<file path="src/rtl/seq_div8_pkg.sv">
// seq_div8_pkg: shared constants and state encoding for the sequential divider
package seq_div8_pkg;
  localparam int WIDTH = 8;
  localparam int LATENCY = WIDTH + 2;
  localparam int CNT_W = $clog2(WIDTH + 1);
  typedef enum logic [1:0] {IDLE, CALC, FIX, DONE} state_t;
endpackage

</file>
<file path="src/rtl/seq_div8_step.sv">
// seq_div8_step: one combinational restoring-division step on magnitudes
module seq_div8_step #(
  parameter int W = 8
) (
  input  logic [W:0]   rem,
  input  logic [W-1:0] dvd,
  input  logic [W-1:0] dsr,
  output logic [W:0]   rem_nxt,
  output logic [W-1:0] dvd_nxt
);
  logic [W+1:0] sh;
  logic [W+1:0] trial;
  always_comb begin
    sh = {rem, dvd[W-1]};
    trial = sh - {2'b0, dsr};
    rem_nxt = trial[W+1] ? sh[W:0] : trial[W:0];
    dvd_nxt = {dvd[W-2:0], ~trial[W+1]};
  end
endmodule

</file>
<file path="src/rtl/seq_div8.sv">
// seq_div8: signed sequential restoring divider, truncating toward zero
module seq_div8
  import seq_div8_pkg::*;
#(
  parameter int W = WIDTH
) (
  input  logic         clk,
  input  logic         rst_n,
  input  logic         start,
  input  logic [W-1:0] inp_a,
  input  logic [W-1:0] inp_b,
  output logic [W-1:0] quotient,
  output logic [W-1:0] remainder,
  output logic         busy,
  output logic         done,
  output logic         div_zero,
  output logic         overflow
);
  localparam int CW = $clog2(W + 1);
  state_t state_q, state_d;
  logic [CW-1:0] cnt_q, cnt_d;
  logic [W:0] rem_q, rem_d, rem_nx;
  logic [W-1:0] dvd_q, dvd_d, dvd_nx, dsr_q, dsr_d, a_q, a_d;
  logic [W-1:0] quo_q, quo_d, rmd_q, rmd_d;
  logic sq_q, sq_d, sr_q, sr_d, dz_q, dz_d, ov_q, ov_d;

  seq_div8_step #(.W(W)) u_step (
    .rem(rem_q), .dvd(dvd_q), .dsr(dsr_q), .rem_nxt(rem_nx), .dvd_nxt(dvd_nx)
  );

  always_comb begin
    state_d = state_q;
    cnt_d = cnt_q;
    rem_d = rem_q;
    dvd_d = dvd_q;
    dsr_d = dsr_q;
    a_d = a_q;
    sq_d = sq_q;
    sr_d = sr_q;
    quo_d = quo_q;
    rmd_d = rmd_q;
    dz_d = dz_q;
    ov_d = ov_q;
    case (state_q)
      IDLE, DONE: begin
        state_d = start ? CALC : IDLE;
        if (start) begin
          a_d = inp_a;
          dvd_d = inp_a[W-1] ? -inp_a : inp_a;
          dsr_d = inp_b[W-1] ? -inp_b : inp_b;
          sq_d = inp_a[W-1] ^ inp_b[W-1];
          sr_d = inp_a[W-1];
          rem_d = '0;
          cnt_d = '0;
        end
      end
      CALC: begin
        rem_d = rem_nx;
        dvd_d = dvd_nx;
        cnt_d = cnt_q + CW'(1);
        state_d = (cnt_q == CW'(W - 1)) ? FIX : CALC;
      end
      FIX: begin
        dz_d = dsr_q == '0;
        // divisor sign is recovered as sign_q ^ sign_r
        ov_d = a_q == {1'b1, {(W-1){1'b0}}} && dsr_q == W'(1) && (sq_q ^ sr_q);
        quo_d = dz_d ? '1 : (sq_q ? -dvd_q : dvd_q);
        rmd_d = dz_d ? a_q : (sr_q ? -rem_q[W-1:0] : rem_q[W-1:0]);
        state_d = DONE;
      end
      default: state_d = IDLE;
    endcase
  end

  always_ff @(posedge clk or negedge rst_n) begin
    if (!rst_n) begin
      state_q <= IDLE;
      cnt_q <= '0;
      rem_q <= '0;
      dvd_q <= '0;
      dsr_q <= '0;
      a_q <= '0;
      sq_q <= 1'b0;
      sr_q <= 1'b0;
      quo_q <= '0;
      rmd_q <= '0;
      dz_q <= 1'b0;
      ov_q <= 1'b0;
    end else begin
      state_q <= state_d;
      cnt_q <= cnt_d;
      rem_q <= rem_d;
      dvd_q <= dvd_d;
      dsr_q <= dsr_d;
      a_q <= a_d;
      sq_q <= sq_d;
      sr_q <= sr_d;
      quo_q <= quo_d;
      rmd_q <= rmd_d;
      dz_q <= dz_d;
      ov_q <= ov_d;
    end
  end

  assign quotient = quo_q;
  assign remainder = rmd_q;
  assign busy = state_q == CALC || state_q == FIX;
  assign done = state_q == DONE;
  assign div_zero = dz_q;
  assign overflow = ov_q;
endmodule

</file>
<file path="config.mk">
export PLATFORM = sky130hd
export DESIGN_NAME = seq_div8
export DESIGN_NICKNAME = d
export VERILOG_FILES = /design/src/rtl/seq_div8_pkg.sv /design/src/rtl/seq_div8_step.sv /design/src/rtl/seq_div8.sv
export SDC_FILE = /design/constraint.sdc
export NUM_CORES = 1
export LEC_CHECK = 0
export BUFFER_PORTS_ARGS = -buffer_cell sky130_fd_sc_hd__clkbuf_2
export CORE_ASPECT_RATIO = 2
export CORE_MARGIN = 2
export CORE_UTILIZATION = 55
export CTS_CLUSTER_SIZE = 20
export DETAILED_ROUTE_END_ITERATION = 16
export PLACE_DENSITY = 0.76
export SLEW_MARGIN = 20
export SYNTH_ARGS = -nofsm -noshare
export SYNTH_HDL_FRONTEND = slang
export SYNTH_SLANG_ARGS = --single-unit
</file>
<file path="constraint.sdc">
create_clock -name clk -period 5.05 [get_ports clk]
set_clock_uncertainty 0.1 [all_clocks]
set_input_delay 0.7575 -clock clk [delete_from_list [all_inputs] [get_ports clk]]
set_output_delay 0.7575 -clock clk [all_outputs]
set_load 0.02 [all_outputs]
</file>
==> summary.txt <==
Status
  – Status: finished, final reports clean

Worst setup path
  – Crit path max fanout: 10
  – CP Class: reg -> reg
  – Crit end category: flip-flop
  – Crit path max-delay family: compound AO/OA/AOI/OAI gates
  – Crit-path slowest cell: a221oi_2
  – CP max stage delay: 0.89 ns
  – Critical Path RT: 5.16 ns
  – Startpoint types: flip-flop
  – Reg2reg setup slack: 2.06 ns
  – Arr. time, crit path: 3.10 ns
  – Reg2reg path depth: 7
  – Critical path cell sequence: ha_1, o21ai_2, a21oi_2, or3_4, a221oi_2, nor3b_1, a221o_2
  – RR Endpoint: rem_q[3]
  – CP Buf/Inv Count: 0
  – Crit. Startpoint: rem_q[1]
  – Reg2reg start: rem_q[1]

Detailed routing
  – Via/cell ratio: 5.659
  – Post-route ant nets: 0
  – Routed Wire Length: 8016 um
  – Post-route DRC: 0
  – DRT iter0 DRCs: 161
  – Vias: 2903
  – Wire per inst: 15.63 um
  – DRT Pass-1 Iters: 4

Global route
  – All-Layer GR Usage: 24.40%
  – Maximum number of pins on one net before global-route repair: 59
  – Initial antenna violation count: 0
  – Vias in the first global route: 2910
  – Total grt overflow: 0
  – First-pass GRT wire length: 13100 um

Floorplanning
  – Die height: 117.5 um
  – Core area: 0.006259 mm^2
  – Ports: 39
  – Die W: 60.76 um
  – Die Area: 0.007139 mm^2
  – Initial core utilization: 56.62%
  – # rows: 41

Yosys
  – Post-synth EDFFs: 0
  – Cells after Synth: 391
  – Synthesized area: 0.003543 mm^2
  – Main synth FF type: dfrtp_1
  – Mux cell area share after synthesis: 8.722%
  – Synth Area in XOR/XNOR: 6.427%
  – Synth Area per Inst: 9.062 um^2
  – Largest family of logic cells by synthesized area: compound AO/OA/AOI/OAI gates
  – Ys async rst share: 100.0%
  – Post-synth cell types: 53
  – Post-synthesis sequential area ratio: 40.96%
  – Post-synthesis simple-gate area fraction: 15.32%
  – Adder and majority gate portion of the synthesized area: 6.215%
  – Syn Nets: 427
  – #FFs+latches synth: 58
  – Synth Area in Compound Gates: 17.20%
  – Synth warn: 0

STA
  – Max Fclk: 334.9 MHz
  – Final hold vios: 0
  – Worst rel slew slack: 29.48%
  – Tcrit/Tclk final: 59.13%
  – Fin crit period: 2.986 ns
  – Final Slew Violations: 0
  – RSZ-0062 raised after global routing: false
  – Worst-margin pin slew: 1.058 ns
  – Final setup TNS: 0 ns
  – Setup violations, final: 0

Power and ir drop
  – P_int: 0.001655 W
  – Part of the power in combinational logic: 51.8%
  – Clk pwr share: 18.3%
  – Register share of total power: 30.0%
  – P_sw: 0.001262 W
  – VDD IR-drop max: 0.4375 mV
  – Tot Pwr: 0.002917 W
  – Power density over cell area: 722.4 mW/mm^2
  – Leakage dissipation: 1.899 nW
  – Switching share of power: 43.26%

Worst hold path
  – Hold Path End: dsr_q[7]
  – Min-delay worst type: reg -> reg
  – Worst Hold Path Cells: 2
  – Hold Startpoint: dsr_q[7]

Final layout
  – Commonest non-fill, non-tap cell in the layout: dfrtp_1
  – Fillers: 560
  – Final #Nets: 460
  – # diodes: 0
  – Synth-to-Final Area Change: 13.98%
  – Layout cells sized above 1: 18.03%
  – Most frequent cells in the layout: dfrtp_1 (58), nand2_1 (45), o21ai_0 (44)

CTS
  – Clock Latency Late Sink: 0.33 ns
  – CTS buffer count: 9
  – Post-CTS Setup Inserts: 0
  – Root Buffer: clkbuf_16
  – TritonCTS clock tree: yes
  – Max clock buf depth: 2
  – Post-cts resize count: 0
  – # clock sinks: 58
  – Post-CTS Hold Fix Bufs: 0
  – CTS H-Tree Depth: 3
  – Reg clk slew, reported paths: 0.05 ns

Placed design
  – Port bufs: 38
  – Post-DP HPWL: 6045 um
  – RePlAce Congestion: 0.9019

Run
  – Max-cap violations: 0
per-layer routing:
layer  wire length, um  track usage, %  vias to the layer above
li1                  -               -                     1426
met1              2866           24.18                     1392
met2              4565           43.21                       60
met3               249           6.374                       25
met4               334           13.04                        0
met5                 0               0                        -
stage by stage:
step | hold WS [ns] | worst slack [ns] | cells | instance area (um^2) | utilization [%]
after floorplan | 0.3432 | 2.724 | 391 | 3543 | -
after global placement | 0.3572 | 2.161 | 499 | 3779 | 60.38
after detailed placement | 0.3747 | 2.073 | 499 | 3779 | 60.38
after CTS | 0.3855 | 2.056 | 513 | 4039 | 64.53
after global routing | 0.4145 | 1.921 | 513 | 4039 | 64.53
final | 0.3790 | 2.064 | 513 | 4039 | 64.53
cells in the mapped netlist, types with 3 or more instances:
library cell | instances | area share [%]
nand2_1 | 45 | 4.8
nor3_1 | 5 | 0.71
mux2_2 | 15 | 4.8
nand2b_1 | 9 | 1.6
xor2_1 | 13 | 3.2
mux2i_1 | 14 | 4.0
o31ai_1 | 7 | 1.5
xnor2_1 | 13 | 3.2
a21oi_1 | 21 | 3.0
and2_1 | 3 | 0.53
clkbuf_1 | 15 | 1.6
nand4_1 | 3 | 0.53
inv_1 | 24 | 2.5
nand3_1 | 4 | 0.56
o21ai_0 | 44 | 6.2
o22ai_1 | 4 | 0.71
dfrtp_1 | 58 | 41
nor2_1 | 30 | 3.2
or3_1 | 9 | 1.6
ha_1 | 16 | 5.6
worst max path at each step:
stage	to	slack, ns	cells after the start
after global routing	rem_q[0]	1.92	7
after global placement	rem_q[0]	2.16	7
after CTS	rem_q[3]	2.06	7
after floorplan	rem_q[3]	2.72	8
final	rem_q[3]	2.06	7
after detailed placement	rem_q[0]	2.07	7
power groups by stage:
stage	combinational, W	clock, W	sequential (W)
finish	0.00151	0.000533	0.000875
global route	0.00169	0.000568	0.000908
CTS	0.00152	0.000538	0.000874
detailed placement	0.00151	0	0.000880
global placement	0.00147	0	0.000869
floorplan	0.00116	0	0.000866
state kept, by name, summed over array words and instances (netlist names):
name       count
sq_q           1
a_q            8
remainder      8
div_zero       1
overflow       1
quotient       8
cnt_q          4
rem_q          9
dsr_q          8
dvd_q          8
state_q        2
cell type report:
cell class | count | area (um^2) | share of cell area, %
inverters | 24 | 90.09 | 2.230
multi-input cells | 289 | 1909 | 47.27
repair buffers | 42 | 220.2 | 5.452
clock inverters | 3 | 17.52 | 0.4337
clock buffers | 11 | 242.7 | 6.010
well taps | 86 | 107.6 | 2.664
flip-flops and latches | 58 | 1451 | 35.94
logic make-up (layout without fill, tap and decap cells):
family / count (synthesis) / count (layout)
AND/OR/NAND/NOR: 117 / 117
AO/OA/AOI/OAI: 100 / 100
flip-flops: 58 / 58
buffers and inverters: 44 / 80
multiplexers: 29 / 29
XOR/XNOR: 26 / 26
adder cells (fa/ha/maj): 17 / 17
worst register-to-register path, cell delays in order, from the launching register on:
cell and delay (ns):
dfrtp_1 0.42, ha_1 0.39, o21ai_2 0.17, a21oi_2 0.07, or3_4 0.36, a221oi_2 0.89
nor3b_1 0.13, a221o_2 0.33
Power figures use the tool's default switching activity.
